## config.mk

```make
export PLATFORM = sky130hd
export DESIGN_NAME = ram_port_arbiter_flat
export DESIGN_NICKNAME = d
export VERILOG_FILES = /design/src/rtl/ram_port_arbiter_if.sv /design/src/rtl/ram_port_arbiter.sv /design/src/flat_wrapper.sv
export SDC_FILE = /design/constraint.sdc
export NUM_CORES = 1
export LEC_CHECK = 0
export BUFFER_PORTS_ARGS = -buffer_cell sky130_fd_sc_hd__buf_2
export CORE_ASPECT_RATIO = 0.6
export CORE_MARGIN = 2
export CORE_UTILIZATION = 41
export CTS_CLUSTER_DIAMETER = 40
export DETAILED_ROUTE_END_ITERATION = 16
export PLACE_DENSITY = 0.84
export SYNTH_ARGS = -nofsm -noshare
export SYNTH_HDL_FRONTEND = slang
export SYNTH_SLANG_ARGS = --single-unit
```

## constraint.sdc

```tcl
create_clock -name clk -period 2 [get_ports clk]
set_clock_uncertainty 0.2 [all_clocks]
set_input_delay 0.4 -clock clk [delete_from_list [all_inputs] [get_ports clk]]
set_output_delay 0.4 -clock clk [all_outputs]
set_load 0.01 [all_outputs]
```

## src/rtl/ram_port_arbiter_if.sv

```systemverilog
// Bundle of request, data-stream and RAM-controller signals around the arbiter.
// The arbiter uses the slave modport; the surrounding system drives the master side.
interface ram_port_arbiter_if #(
    parameter int AddrWidth = 21,
    parameter int WordWidth = 16,
    parameter int LenWidth  = 16
);
    // image-capture write requester
    logic                 w_req;
    logic [AddrWidth-1:0] w_addr;
    logic [LenWidth-1:0]  w_len;
    logic                 w_ack;
    logic [WordWidth-1:0] w_data;
    logic                 w_data_valid;
    logic                 w_data_ready;

    // readout requester
    logic                 r_req;
    logic [AddrWidth-1:0] r_addr;
    logic [LenWidth-1:0]  r_len;
    logic                 r_ack;
    logic [WordWidth-1:0] r_data;
    logic                 r_data_valid;
    logic                 r_data_ready;

    // RAM controller side
    logic                 ram_cmd_trigger;
    logic                 ram_cmd_ready;
    logic                 ram_cmd_write;
    logic [AddrWidth-1:0] ram_cmd_addr;
    logic [WordWidth-1:0] ram_wdata;
    logic                 ram_wdata_valid;
    logic                 ram_wdata_ready;
    logic [WordWidth-1:0] ram_rdata;
    logic                 ram_rdata_valid;
    logic                 ram_rdata_ready;

    logic                 busy;
    logic                 owner;

    modport slave (
        input  w_req, w_addr, w_len, w_data, w_data_valid,
        output w_ack, w_data_ready,
        input  r_req, r_addr, r_len, r_data_ready,
        output r_ack, r_data, r_data_valid,
        output ram_cmd_trigger, ram_cmd_write, ram_cmd_addr,
        input  ram_cmd_ready,
        output ram_wdata, ram_wdata_valid, ram_rdata_ready,
        input  ram_wdata_ready, ram_rdata, ram_rdata_valid,
        output busy, owner
    );

    modport master (
        output w_req, w_addr, w_len, w_data, w_data_valid,
        input  w_ack, w_data_ready,
        output r_req, r_addr, r_len, r_data_ready,
        input  r_ack, r_data, r_data_valid,
        input  ram_cmd_trigger, ram_cmd_write, ram_cmd_addr,
        output ram_cmd_ready,
        input  ram_wdata, ram_wdata_valid, ram_rdata_ready,
        output ram_wdata_ready, ram_rdata, ram_rdata_valid,
        input  busy, owner
    );
endinterface

```

## src/rtl/ram_port_arbiter.sv

```systemverilog
// Two-requester block arbiter in front of a single-port RAM controller: one command
// per block, then the owner's data stream is passed straight through until N words move.
module ram_port_arbiter #(
    parameter int AddrWidth = 21,
    parameter int WordWidth = 16,
    parameter int LenWidth  = 16
) (
    input logic              clk,
    input logic              rst,
    ram_port_arbiter_if.slave bus
);

    typedef enum logic [1:0] {
        ST_IDLE,
        ST_CMD,
        ST_XFER
    } state_t;

    state_t               state_reg;
    logic                 owner_reg;
    logic                 rr_reg;
    logic                 trigger_reg;
    logic                 busy_reg;
    logic [AddrWidth-1:0] addr_reg;
    logic [LenWidth-1:0]  len_reg;
    logic [LenWidth-1:0]  count_reg;

    logic any_req;
    logic grant_read;
    logic cmd_fire;
    logic wr_xfer;
    logic rd_xfer;
    logic beat;
    logic last_beat;

    always_comb begin
        any_req    = bus.w_req | bus.r_req;
        // rr_reg = 1 means read has priority when both ask in the same cycle
        grant_read = bus.r_req & (~bus.w_req | rr_reg);
        cmd_fire   = (state_reg == ST_CMD) & trigger_reg & bus.ram_cmd_ready;
        wr_xfer    = (state_reg == ST_XFER) & ~owner_reg;
        rd_xfer    = (state_reg == ST_XFER) & owner_reg;
        beat       = (wr_xfer & bus.w_data_valid & bus.ram_wdata_ready)
                   | (rd_xfer & bus.ram_rdata_valid & bus.r_data_ready);
        // compare before increment so an all-ones length never wraps early
        last_beat  = beat & (count_reg == len_reg);
    end

    always_ff @(posedge clk) begin
        if (rst) begin
            state_reg   <= ST_IDLE;
            owner_reg   <= 1'b0;
            rr_reg      <= 1'b0;
            trigger_reg <= 1'b0;
            busy_reg    <= 1'b0;
            addr_reg    <= '0;
            len_reg     <= '0;
            count_reg   <= '0;
        end else begin
            case (state_reg)
                ST_IDLE: begin
                    if (any_req) begin
                        owner_reg   <= grant_read;
                        addr_reg    <= grant_read ? bus.r_addr : bus.w_addr;
                        len_reg     <= grant_read ? bus.r_len : bus.w_len;
                        trigger_reg <= 1'b1;
                        busy_reg    <= 1'b1;
                        state_reg   <= ST_CMD;
                    end
                end
                ST_CMD: begin
                    if (cmd_fire) begin
                        trigger_reg <= 1'b0;
                        count_reg   <= '0;
                        state_reg   <= ST_XFER;
                    end
                end
                ST_XFER: begin
                    if (last_beat) begin
                        busy_reg  <= 1'b0;
                        rr_reg    <= ~owner_reg;
                        state_reg <= ST_IDLE;
                    end else if (beat) begin
                        count_reg <= count_reg + 1'b1;
                    end
                end
                default: begin
                    trigger_reg <= 1'b0;
                    busy_reg    <= 1'b0;
                    state_reg   <= ST_IDLE;
                end
            endcase
        end
    end

    assign bus.busy            = busy_reg;
    assign bus.owner           = owner_reg;
    assign bus.ram_cmd_trigger = trigger_reg;
    assign bus.ram_cmd_write   = trigger_reg & ~owner_reg;
    assign bus.ram_cmd_addr    = addr_reg;
    assign bus.w_ack           = cmd_fire & ~owner_reg;
    assign bus.r_ack           = cmd_fire & owner_reg;

    // Data words ride through unregistered; only the handshakes are gated by ownership.
    assign bus.ram_wdata       = bus.w_data;
    assign bus.ram_wdata_valid = wr_xfer & bus.w_data_valid;
    assign bus.w_data_ready    = wr_xfer & bus.ram_wdata_ready;
    assign bus.r_data          = bus.ram_rdata;
    assign bus.r_data_valid    = rd_xfer & bus.ram_rdata_valid;
    assign bus.ram_rdata_ready = rd_xfer & bus.r_data_ready;

endmodule

```

## src/flat_wrapper.sv

```systemverilog
// flat-port wrapper written by rule: the top's interface ports become plain ports
module ram_port_arbiter_flat 
#(
    parameter int AddrWidth = 21,
    parameter int WordWidth = 16,
    parameter int LenWidth  = 16
)
  (clk, rst, bus_w_req, bus_w_addr, bus_w_len, bus_w_data, bus_w_data_valid, bus_w_ack, bus_w_data_ready, bus_r_req, bus_r_addr, bus_r_len, bus_r_data_ready, bus_r_ack, bus_r_data, bus_r_data_valid, bus_ram_cmd_trigger, bus_ram_cmd_write, bus_ram_cmd_addr, bus_ram_cmd_ready, bus_ram_wdata, bus_ram_wdata_valid, bus_ram_rdata_ready, bus_ram_wdata_ready, bus_ram_rdata, bus_ram_rdata_valid, bus_busy, bus_owner);
  ram_port_arbiter_if #(.AddrWidth(AddrWidth), .WordWidth(WordWidth), .LenWidth(LenWidth)) bus_i ();
  input logic clk;
  input logic rst;
  input wire logic [$bits(bus_i.w_req)-1:0] bus_w_req;
  input wire logic [$bits(bus_i.w_addr)-1:0] bus_w_addr;
  input wire logic [$bits(bus_i.w_len)-1:0] bus_w_len;
  input wire logic [$bits(bus_i.w_data)-1:0] bus_w_data;
  input wire logic [$bits(bus_i.w_data_valid)-1:0] bus_w_data_valid;
  output wire logic [$bits(bus_i.w_ack)-1:0] bus_w_ack;
  output wire logic [$bits(bus_i.w_data_ready)-1:0] bus_w_data_ready;
  input wire logic [$bits(bus_i.r_req)-1:0] bus_r_req;
  input wire logic [$bits(bus_i.r_addr)-1:0] bus_r_addr;
  input wire logic [$bits(bus_i.r_len)-1:0] bus_r_len;
  input wire logic [$bits(bus_i.r_data_ready)-1:0] bus_r_data_ready;
  output wire logic [$bits(bus_i.r_ack)-1:0] bus_r_ack;
  output wire logic [$bits(bus_i.r_data)-1:0] bus_r_data;
  output wire logic [$bits(bus_i.r_data_valid)-1:0] bus_r_data_valid;
  output wire logic [$bits(bus_i.ram_cmd_trigger)-1:0] bus_ram_cmd_trigger;
  output wire logic [$bits(bus_i.ram_cmd_write)-1:0] bus_ram_cmd_write;
  output wire logic [$bits(bus_i.ram_cmd_addr)-1:0] bus_ram_cmd_addr;
  input wire logic [$bits(bus_i.ram_cmd_ready)-1:0] bus_ram_cmd_ready;
  output wire logic [$bits(bus_i.ram_wdata)-1:0] bus_ram_wdata;
  output wire logic [$bits(bus_i.ram_wdata_valid)-1:0] bus_ram_wdata_valid;
  output wire logic [$bits(bus_i.ram_rdata_ready)-1:0] bus_ram_rdata_ready;
  input wire logic [$bits(bus_i.ram_wdata_ready)-1:0] bus_ram_wdata_ready;
  input wire logic [$bits(bus_i.ram_rdata)-1:0] bus_ram_rdata;
  input wire logic [$bits(bus_i.ram_rdata_valid)-1:0] bus_ram_rdata_valid;
  output wire logic [$bits(bus_i.busy)-1:0] bus_busy;
  output wire logic [$bits(bus_i.owner)-1:0] bus_owner;
  assign bus_i.w_req = bus_w_req;
  assign bus_i.w_addr = bus_w_addr;
  assign bus_i.w_len = bus_w_len;
  assign bus_i.w_data = bus_w_data;
  assign bus_i.w_data_valid = bus_w_data_valid;
  assign bus_w_ack = bus_i.w_ack;
  assign bus_w_data_ready = bus_i.w_data_ready;
  assign bus_i.r_req = bus_r_req;
  assign bus_i.r_addr = bus_r_addr;
  assign bus_i.r_len = bus_r_len;
  assign bus_i.r_data_ready = bus_r_data_ready;
  assign bus_r_ack = bus_i.r_ack;
  assign bus_r_data = bus_i.r_data;
  assign bus_r_data_valid = bus_i.r_data_valid;
  assign bus_ram_cmd_trigger = bus_i.ram_cmd_trigger;
  assign bus_ram_cmd_write = bus_i.ram_cmd_write;
  assign bus_ram_cmd_addr = bus_i.ram_cmd_addr;
  assign bus_i.ram_cmd_ready = bus_ram_cmd_ready;
  assign bus_ram_wdata = bus_i.ram_wdata;
  assign bus_ram_wdata_valid = bus_i.ram_wdata_valid;
  assign bus_ram_rdata_ready = bus_i.ram_rdata_ready;
  assign bus_i.ram_wdata_ready = bus_ram_wdata_ready;
  assign bus_i.ram_rdata = bus_ram_rdata;
  assign bus_i.ram_rdata_valid = bus_ram_rdata_valid;
  assign bus_busy = bus_i.busy;
  assign bus_owner = bus_i.owner;
  ram_port_arbiter #(.AddrWidth(AddrWidth), .WordWidth(WordWidth), .LenWidth(LenWidth)) u_core (.clk(clk), .rst(rst), .bus(bus_i));
endmodule
```

== After elaboration in Yosys (flattened, before gate mapping) ==
Index checks and enable logic that the tools add are counted.
Operators by class
  equal/unequal tests: 8
  bitwise operators: 22
  add/subtract/negate cells: 1
  reduce and logical (&&, ||, !) cells: 8
  mux-type cells: 15
Operators with widths (count)
  $mux W16: 4
  $pmux W16 S2: 1
  $mux W21: 1
  $add A16 B1 Y16 const B: 1
  $eq A16 B16 Y1: 1
  $and A1 B1 Y1: 15
  $reduce_and A3 Y1: 3
  $ne A2 B1 Y1 const B: 4
  $mux W2: 3
  $pmux W1 S3: 2
  $pmux W2 S3: 1
  $not A1 Y1: 4
  $reduce_and A2 Y1: 2
  $reduce_and A4 Y1: 1
  $mux W1: 3
  $or A1 B1 Y1: 3
  $eq A2 B1 Y1 const B: 1
  $eq A2 B2 Y1 const B: 1
  $logic_not A2 Y1: 1
  $ne A2 B2 Y1 const B: 1
  $reduce_bool A2 Y1: 1
Storage, ports and cells
  register bits after elaboration: 59
  logic and storage cells: 62
  output and inout bits: 63
  bits of input ports: 115

== Depth between registers and ports, before layout ==
Gate-level depths: netlist of the first run.
  depth in word-level cells: 8
  depth in mapped cells: 7

== Worst setup path after synthesis of the first run ==
No wires, ideal clock.
  kind: register to register
  from: register u_core.count_reg[11]
  to: register u_core.state_reg[1]
  stages on the path, launching flop included: 8
  setup slack: 0.154 ns
  buffers on the path: 2
  arrival: 1.513 ns
  clock period less this slack: 1.846 ns
  required time: 1.667 ns
  path through: dfxtp_1 -> buf_6 -> xor2_1 -> nor4_1 -> nand4_1 -> buf_2 -> o21ai_0 -> a21oi_1
Between the ends
  longest elaborated chain between the ends: 4
RTL lines
  start: declaration: line ram_port_arbiter.sv:26  | logic [LenWidth-1:0] count_reg;
  start signal: assignment: line ram_port_arbiter.sv:84  | count_reg <= count_reg + 1'b1;
  $eq A16 B16 Y1: line ram_port_arbiter.sv:46  | last_beat = beat & (count_reg == len_reg);
  $and A1 B1 Y1: line ram_port_arbiter.sv:46
  $ne A2 B1 Y1 (no source line)
  $reduce_and A3 Y1 (no source line)
  end signal: assignment: line ram_port_arbiter.sv:51  | state_reg <= ST_IDLE;
  end signal: assignment: line ram_port_arbiter.sv:68  | state_reg <= ST_CMD;
  end signal: assignment: line ram_port_arbiter.sv:75  | state_reg <= ST_XFER;
  end: declaration: line ram_port_arbiter.sv:19  | state_t state_reg;
Every way passes these cells.
A chain may end at the register's enable or synchronous reset.

== Worst setup path after layout of the first run ==
  from: register u_core.count_reg[2]
  to: register u_core.count_reg[6]
Between the ends
  longest elaborated chain between the ends: 4
RTL lines (line)
  $add A16 B1 Y16 / $eq A16 B16 Y1 (equally long branches): ram_port_arbiter.sv:84, ram_port_arbiter.sv:46
  $mux W16 / $and A1 B1 Y1 (equally long branches): ram_port_arbiter.sv:83, ram_port_arbiter.sv:46
  $mux W16 / $ne A2 B2 Y1 (equally long branches)
  $pmux W16 S2 / $reduce_and A4 Y1 (equally long branches)
Parallel ways exist; a longest one is shown, timed or not. The select of a mux whose other input is x is not followed.

==> results of run 1 <==
[per-layer routing]
| metal | vias up | part of all wire (%) |
|---|---|---|
| met4 | 0 | 1.6 |
| met5 | - | 0 |
| met1 | 1576 | 45 |
| met3 | 15 | 11 |
| li1 | 1602 | - |
| met2 | 193 | 43 |
[power breakdown]
part / internal [mW] / switching [mW] / leakage [nW]
clock network: 1.05 / 0.506 / 0.151
logic: 0.306 / 0.349 / 1.47
registers: 1.28 / 0.0782 / 0.493
total: 2.63 / 0.933 / 2.12
[metrics by stage]
step	cell area, µm²	hold WS [ps]
6_report	4554	212.4
5_1_grt	4554	213.0
4_1_cts	4315	203.4
3_5_place_dp	4000	291.4
3_3_place_gp	4000	284.0
2_1_floorplan	3446	287.4
[cell families after synthesis]
kind of cell	Yosys count	synth area share (%)
AOI/OAI and AO/OA	84	17.28
xor gates and xnor gates	16	4.067
adders and majority gates	1	0.3631
buffers and inverters	68	13.00
DFF	59	34.28
muxes	41	11.95
and+or+nand+nor	126	19.06
[worst max-delay path, stage by stage, from the launching register on]
cell	delay, ps
dfxtp_2	350
xor2_2	180
nor4_2	400
nand4_1	200
buf_6	200
mux2_4	300
a21oi_2	110
[synth_stat cells, types with 2 or more instances]
master	count	share of area, %
or3_1	2	0.36
and2_2	2	0.44
nor3_1	7	1.0
nand4b_1	3	0.76
a31oi_1	11	2.0
nand4_1	5	0.91
nand3_1	11	1.6
buf_4	36	7.8
nor2b_1	2	0.36
buf_6	2	0.65
a211oi_1	38	8.3
a21oi_1	7	1.0
nand2b_1	3	0.54
clkbuf_1	12	1.3
dfxtp_1	59	34
nand3b_1	3	0.65
nor2_1	49	5.3
or4_1	4	0.87
and3_1	7	1.3
nor4_1	6	1.1
nor4_2	2	0.73
a21oi_2	2	0.51
xor2_1	16	4.1
o21ai_0	11	1.6
inv_1	6	0.65
mux2i_1	40	12
buf_2	9	1.3
clkbuf_8	2	0.80
o211ai_1	5	1.1
nand2_1	13	1.4
[layout make-up]
class	count	area (µm²)
fill	706	3453
multi-input combinational	269	1989
sequential	59	1205
timing repair buffer	150	900.9
clock buffer	12	266.5
tap	108	135.1
clock inverter	2	35.03
inverter	6	22.52
[path summary, 6_finish.rpt]
| path | startpoint | endpoint |
|---|---|---|
| max reg2reg | u_core.count_reg[2] | u_core.count_reg[6] |
| min | bus_r_addr[16] | u_core.bus.ram_cmd_addr[16] |
| min reg2reg | u_core.bus.ram_cmd_addr[16] | u_core.bus.ram_cmd_addr[16] |
| max | u_core.count_reg[2] | u_core.count_reg[6] |
[what timing repair did]
| action | 4_1_cts | 5_1_grt |
|---|---|---|
| gates resized for setup | 3 | 41 |
| gates cloned | 0 | 2 |
| buffers inserted | 1 | 5 |
| pin swaps | 0 | 18 |
| endpoints found under the setup margin | 8 | 20 |
==> impl_metrics.ini, run 1 <==
[layout]
largest_register_ffs = 21
final_common_cell = buf_2
nets = 611
finalCoreUtilization_pct = 56.88
post_route_cells_drive_above_1_share_pct = 42.97
synthToLayoutAreaGrowth_pct = 32.17
final_cells = 606
final_cell_mix = 113 x buf_2, 49 x nor2_1, 44 x dfxtp_1
n_antenna_cell = 0

[power_and_ir_drop]
total_power_mw = 3.567
ir_worst_vdd_v = 0.0004838
p_leak_nw = 2.116
power.density_mw_per_mm2 = 783.3

[place]
place.gp.congestion = 0.9781
io_buffers = 113
hpwl_mm = 7.012
dp.cells = 584
post-place-ws_ps = -11.30

[min_path]
holdCritPathClass = in2reg
min_delay_path_depth = 3

[timing]
finalCritPeriodShare_pct = 100.8
slew_violations = 0
rsz0062_at_grt = true
final.setup.worst_slack_ps = -15.32
max_slew.worst_pin.slew_ps = 491.7
hold_violations = 0
clock.fmax_mhz = 496.2
fin_crit_ps = 2015
setup_viol = 1
maxSlewHeadroom_pct = 67.18
finalSetupTns_ps = -15.32

[clock_tree]
clk_pin_slew_ps = 50
cts_hold_buf = 0
htree_levels = 3
clk_latency_ps = 330
cts_buffers = 9
cts_max_path_buffers = 2
cts_root_buf = clkbuf_16
cts.sinks = 59
cts_tree = done

[yosys]
synthFlopType = dfxtp_1
yosys_warnings = 0
ys_ff_latch = 59
synth-edff-count = 0
synth_cells = 395
syn_area_per_cell_um2 = 8.724
syn_area_mm2 = 0.003446
ys_seq_area_share_pct = 34.28
ys_types = 50
synthArstFlopShare_pct = 0
synth_nets = 511

[floorplan]
die-height_um = 75.01
fp.dieW_um = 122.4
ios = 178
start_util_pct = 43.03
fp.coreArea_mm2 = 0.008008
rows = 25
design.die.area_mm2 = 0.009177

[global_routing]
use_met3_pct = 9.545
grt_pass1_wl_mm = 15.35
grt_use_met2_pct = 32.59
grt_pass1_vias = 3154
grt_overflow_total = 0
grt_antenna_before_repair = 0
grt_start_max_net_pins = 78
use_met1_pct = 28.45
grt-busiest-layer = met2
grt_use_total_pct = 21.79

[routing]
drt_iter0_markers = 250
drt-wirelength-per-cell_um = 16.43
vias = 3386
wl_mm = 9.957
firstDrtPassIters = 5
vias_per_cell = 5.587
postRouteAntennaNets = 0
drcViolationCount = 0

[critical_path]
r2r_slack_ps = -20
crit_arrival_ps = 2070
end_kind = register
worst-path-max-fanout = 7
startpoint_type = register
r2r_cells = 6
worstSetupPathType = reg2reg
required_ps = 2060

[flow_run]
cap_violations = 0

[status]
status = complete, but fails checks
violations = negative setup slack
Power figures use the tool's default switching activity.
==> inputs of run 2 (changes only) <==
--- a/config.mk
+++ b/config.mk
@@ -8,10 +8,11 @@
 export BUFFER_PORTS_ARGS = -buffer_cell sky130_fd_sc_hd__buf_2
 export CORE_ASPECT_RATIO = 0.6
 export CORE_MARGIN = 2
-export CORE_UTILIZATION = 41
+export CORE_UTILIZATION = 46
 export CTS_CLUSTER_DIAMETER = 40
 export DETAILED_ROUTE_END_ITERATION = 16
-export PLACE_DENSITY = 0.84
+export MAX_ROUTING_LAYER = met4
+export PLACE_DENSITY = 0.89
 export SYNTH_ARGS = -nofsm -noshare
 export SYNTH_HDL_FRONTEND = slang
 export SYNTH_SLANG_ARGS = --single-unit
==> constraint.sdc (replaced) <==
create_clock -name clk -period 2.25 [get_ports clk]
set_clock_uncertainty 0.2 [all_clocks]
set_input_delay 0.45 -clock clk [delete_from_list [all_inputs] [get_ports clk]]
set_output_delay 0.45 -clock clk [all_outputs]
set_load 0.01 [all_outputs]
==> impl_metrics.ini, run 2 (synthesized netlist as in run 1, its figures left out) <==
[power_and_ir_drop]
power.density_mw_per_mm2 = 740.0
p_int_mw = 2.300
comb_power_share_pct = 16.4
p_leak_nw = 1.983
p_sw_mw = 0.8033
p_seq_share_pct = 38.7
ir_worst_vdd_v = 0.0004136
p_sw_share_pct = 25.88
pwr-share-clk_pct = 44.8

[critical_path]
crit_arrival_ps = 2170
end_kind = register
cp_num_buf_inv = 1
worstSetupPathType = reg2reg
max_stage_delay_ps = 490
required_ps = 2310
worst-path-max-fanout = 10
crit_chain = xor2_1 > nor4_2 > nand4_1 > buf_4 > a31o_2 > a21oi_1
startpoint_type = register
cpMaxStageDelayCell = dfxtp_1
cp_top_family = simple AND/OR/NAND/NOR gates

[timing]
finalSetupTns_ps = 0
max_slew.worst_pin.slew_ps = 523.4
fin_crit_ps = 2109
setup_viol = 0
clock.fmax_mhz = 474.2
rsz0062_at_grt = false
holdWs_ps = 259.4
maxSlewHeadroom_pct = 65.07
finalCritPeriodShare_pct = 93.72
slew_violations = 0
hold_violations = 0

[place]
hpwl_mm = 6.687
io_buffers = 113
place.gp.congestion = 1.014

[clock_tree]
cts_buffers = 9
cts_max_path_buffers = 2
clk_latency_ps = 330
cts_root_buf = clkbuf_16
clk_pin_slew_ps = 50
cts_tree = done
cts.sinks = 59
cts_hold_buf = 0
htree_levels = 3

[floorplan]
rows = 24
design.die.area_mm2 = 0.008222
start_util_pct = 47.42
fp.coreArea_mm2 = 0.007267
fp.dieW_um = 115.7
ios = 178
die-height_um = 71.04

[status]
status = finished, final reports clean

[global_routing]
grt_antenna_before_repair = 0
grt_start_max_net_pins = 79
grt_use_met2_pct = 34.11
use_met1_pct = 30.96
grt_use_total_pct = 23.76
grt-busiest-layer = met2
grt_pass1_wl_mm = 14.74
grt_overflow_total = 0
use_met3_pct = 9.254
grt_pass1_vias = 3028

[routing]
drt_iter0_markers = 201
wl_mm = 9.214
drcViolationCount = 0
vias_per_cell = 5.571
vias = 3237
postRouteAntennaNets = 0
firstDrtPassIters = 4
drt-wirelength-per-cell_um = 15.86

[layout]
largest_register_ffs = 21
post_route_cells_drive_above_1_share_pct = 34.17
n_antenna_cell = 0
final_common_cell = buf_2
synthToLayoutAreaGrowth_pct = 21.71
finalCoreUtilization_pct = 57.71
final_cell_mix = 113 x buf_2, 57 x dfxtp_1, 49 x nor2_1
nets = 590

[flow_run]
cap_violations = 0

[min_path]
holdCritPathClass = in2reg
-- run 2: cell types whose count changed in the layout (fill, tap and decap cells not counted), sizes merged --
cell,before,now
and4,4,3
buf,150,130
-- run 2: worst paths after layout --
check                                                  from  cells past startpoint                           to  slack, ps
worst max-delay path                    u_core.count_reg[7]                      6          u_core.count_reg[2]        140
worst min-delay path                         bus_r_addr[20]                      3  u_core.bus.ram_cmd_addr[20]        260
worst max register to register          u_core.count_reg[7]                      6          u_core.count_reg[2]        140
worst min register to register  u_core.bus.ram_cmd_addr[15]                      2  u_core.bus.ram_cmd_addr[15]        300
-- run 2: power by group through the flow --
stage / clock network [mW] / logic, mW / registers [mW]
final: 1.39 / 0.510 / 1.20
after global routing: 1.45 / 0.561 / 1.21
after CTS: 1.41 / 0.513 / 1.20
after detailed placement: 0 / 0.510 / 1.22
after global placement: 0 / 0.491 / 1.22
after floorplan: 0 / 0.352 / 1.23
-- run 2: area by class of cell --
class,instances,area [µm²]
Inverter,6,22.52
Timing Repair Buffer,130,718.2
Sequential cell,59,1184
Fill cell,629,3073
Tap cell,104,130.1
Clock buffer,12,266.5
Multi-Input combinational cell,268,1838
Clock inverter,2,35.03
-- run 2: worst min-delay path: cells and delay by family --
family	cells	cell delay (ps)
multiplexers	1	110
buffers and inverters	1	90
AO/OA/AOI/OAI	1	80
-- run 2: through the flow --
stage | worst slack, ps | std cells | cell area (µm²) | power [mW]
floorplan | 404.0 | 395 | 3446 | 1.582
global placement | 206.7 | 567 | 3885 | 1.707
detailed placement | 157.0 | 567 | 3885 | 1.729
CTS | 92.69 | 581 | 4187 | 3.122
global route | 13.29 | 581 | 4194 | 3.227
finish | 141.2 | 581 | 4194 | 3.104
-- run 2: repair_timing --
action                                 in CTS  in global routing
endpoints found under the hold margin       0                  0
gates resized for setup                     0                  3
setup endpoints to repair                   0                  6
setup buffers                               0                  0
-- run 2: routing by layer --
metal / part of all wire, % / up-vias
met5: 0 / -
met4: 1.4 / 0
met3: 8.8 / 15
met2: 43 / 173
met1: 46 / 1481
li1: - / 1568
==> inputs of run 3 (changes only) <==
--- a/config.mk
+++ b/config.mk
@@ -13,6 +13,7 @@
 export DETAILED_ROUTE_END_ITERATION = 16
 export MAX_ROUTING_LAYER = met4
 export PLACE_DENSITY = 0.89
+export SETUP_SLACK_MARGIN = 0.4
 export SYNTH_ARGS = -nofsm -noshare
 export SYNTH_HDL_FRONTEND = slang
 export SYNTH_SLANG_ARGS = --single-unit
==> impl_metrics.ini, run 3 (synthesized netlist as in run 1, its figures left out) <==
[timing]
hold_violations = 0
slew_violations = 0
setup_viol = 0
max_slew.worst_pin.slew_ps = 456.4
clock.fmax_mhz = 504.9
rsz0062_at_grt = true
finalCritPeriodShare_pct = 88.03
maxSlewHeadroom_pct = 69.46
fin_crit_ps = 1981
finalSetupTns_ps = 0

[power_and_ir_drop]
p_leak_nw = 2.074
power.density_mw_per_mm2 = 693.0
ir_worst_vdd_v = 0.0004160

[global_routing]
grt_antenna_before_repair = 0
grt_start_max_net_pins = 79
grt_use_total_pct = 24.92
grt_pass1_wl_mm = 15.34
grt_pass1_vias = 3152
grt_overflow_total = 0

[layout]
nets = 605
stdcell_area_mm2 = 0.004529
n_antenna_cell = 0
num-fill-cells = 582
final_cell_mix = 110 x buf_2, 49 x nor2_1, 42 x dfxtp_1
final_common_cell = buf_2
synthToLayoutAreaGrowth_pct = 31.45
post_route_cells_drive_above_1_share_pct = 43.50
largest_register_ffs = 21

[routing]
route.met2.wl_mm = 4.274
postRouteAntennaNets = 0
wl_mm = 9.688
met3_length_um = 933
drt-wirelength-per-cell_um = 16.26
firstDrtPassIters = 4
drcViolationCount = 0
vias = 3305
highest_layer = met4
vias_per_cell = 5.545
drt_iter0_markers = 171
met1Wirelength_mm = 4.339

[critical_path]
timing.rr.start = u_core.count_reg[3]
required_ps = 2310
cp_num_buf_inv = 1
cpMaxStageDelayCell = nor4_2
cp_top_family = simple AND/OR/NAND/NOR gates
end_kind = register
r2r_cells = 6
crit_path_start = u_core.count_reg[3]
r2r_slack_ps = 270
worstSetupPathType = reg2reg
crit_arrival_ps = 2040
worst-path-max-fanout = 4
max_stage_delay_ps = 360
startpoint_type = register
r2r-end = u_core.count_reg[6]
crit_chain = xor2_1 > nor4_2 > nand4_1 > buf_4 > mux2_2 > a21oi_2

[floorplan]
die-height_um = 71.04
fp.coreArea_mm2 = 0.007267
design.die.area_mm2 = 0.008222
start_util_pct = 47.42
ios = 178
rows = 24
fp.dieW_um = 115.7

[place]
dpl_cell_area_mm2 = 0.003885
io_buffers = 113
hpwl_mm = 6.687
place.gp.congestion = 1.014

[min_path]
holdCritPathClass = in2reg
holdPathEnd = u_core.bus.ram_cmd_addr[20]
worstHoldStart = bus_r_addr[20]
min_delay_path_depth = 3

[clock_tree]
cts.sinks = 59
cts_root_buf = clkbuf_16
clk_latency_ps = 330
cts_buffers = 9
clk_pin_slew_ps = 50
cts_max_path_buffers = 2
cts_tree = done
htree_levels = 3

[status]
status = finished, final reports clean

[flow_run]
cap_violations = 0
run 3: where the power goes:
group	switching (mW)	internal (mW)	total, mW
Sequential	0.0708	1.13	1.20
Clock	0.461	0.931	1.39
Combinational	0.292	0.252	0.544
Total	0.823	2.32	3.14
run 3: area by class of cell:
class                      count  area, µm²  area share, %
multi-input combinational    268       1994          44.03
sequential                    59       1220          26.93
timing repair buffer         145      860.8          19.01
clock buffer                  12      266.5          5.884
tap                          104      130.1          2.873
clock inverter                 2      35.03         0.7735
inverter                       6      22.52         0.4972
run 3: stage by stage:
stage / instances / setup slack (ps) / utilization (%) / hold slack (ps) / total power, mW
finish: 596 / 269.4 / 62.33 / 259.1 / 3.139
global route: 596 / 187.5 / 62.33 / 255.9 / 3.265
detailed placement: 567 / 157.0 / 53.46 / 291.8 / 1.729
CTS: 593 / 285.6 / 60.49 / 249.2 / 3.137
global placement: 567 / 206.7 / 53.46 / 285.3 / 1.707
floorplan: 395 / 404.0 / - / 287.4 / 1.582
run 3: worst reg2reg max path: stages, from the launching register on:
cell,delay (ps)
dfxtp_4,340
xor2_1,170
nor4_2,360
nand4_1,240
buf_4,220
mux2_2,270
a21oi_2,120
run 3: per-layer routing:
layer  global-route usage, %  up-vias
met1                   31.61     1507
li1                        -     1594
met5                       -        -
met4                   7.407        0
met3                   9.940       17
met2                   36.65      187
run 3: repair_timing:
action / CTS / global route
pin swaps: 8 / 15
cloned: 1 / 0
endpoints found under the setup margin: 25 / 25
setup buffers: 11 / 3
gates resized for setup: 42 / 19
hold buffers: 0 / 0
endpoints found under the hold margin: 0 / 0
run 3: worst max path at each step:
stage                                     end  slack, ps  depth (start not counted)
final                     u_core.count_reg[6]        270                          6
after global routing      u_core.count_reg[6]        190                          6
after CTS                 u_core.count_reg[6]        290                          6
after detailed placement  u_core.count_reg[6]        160                          6
after global placement    u_core.count_reg[2]        210                          6
after floorplan           u_core.state_reg[1]        400                          7
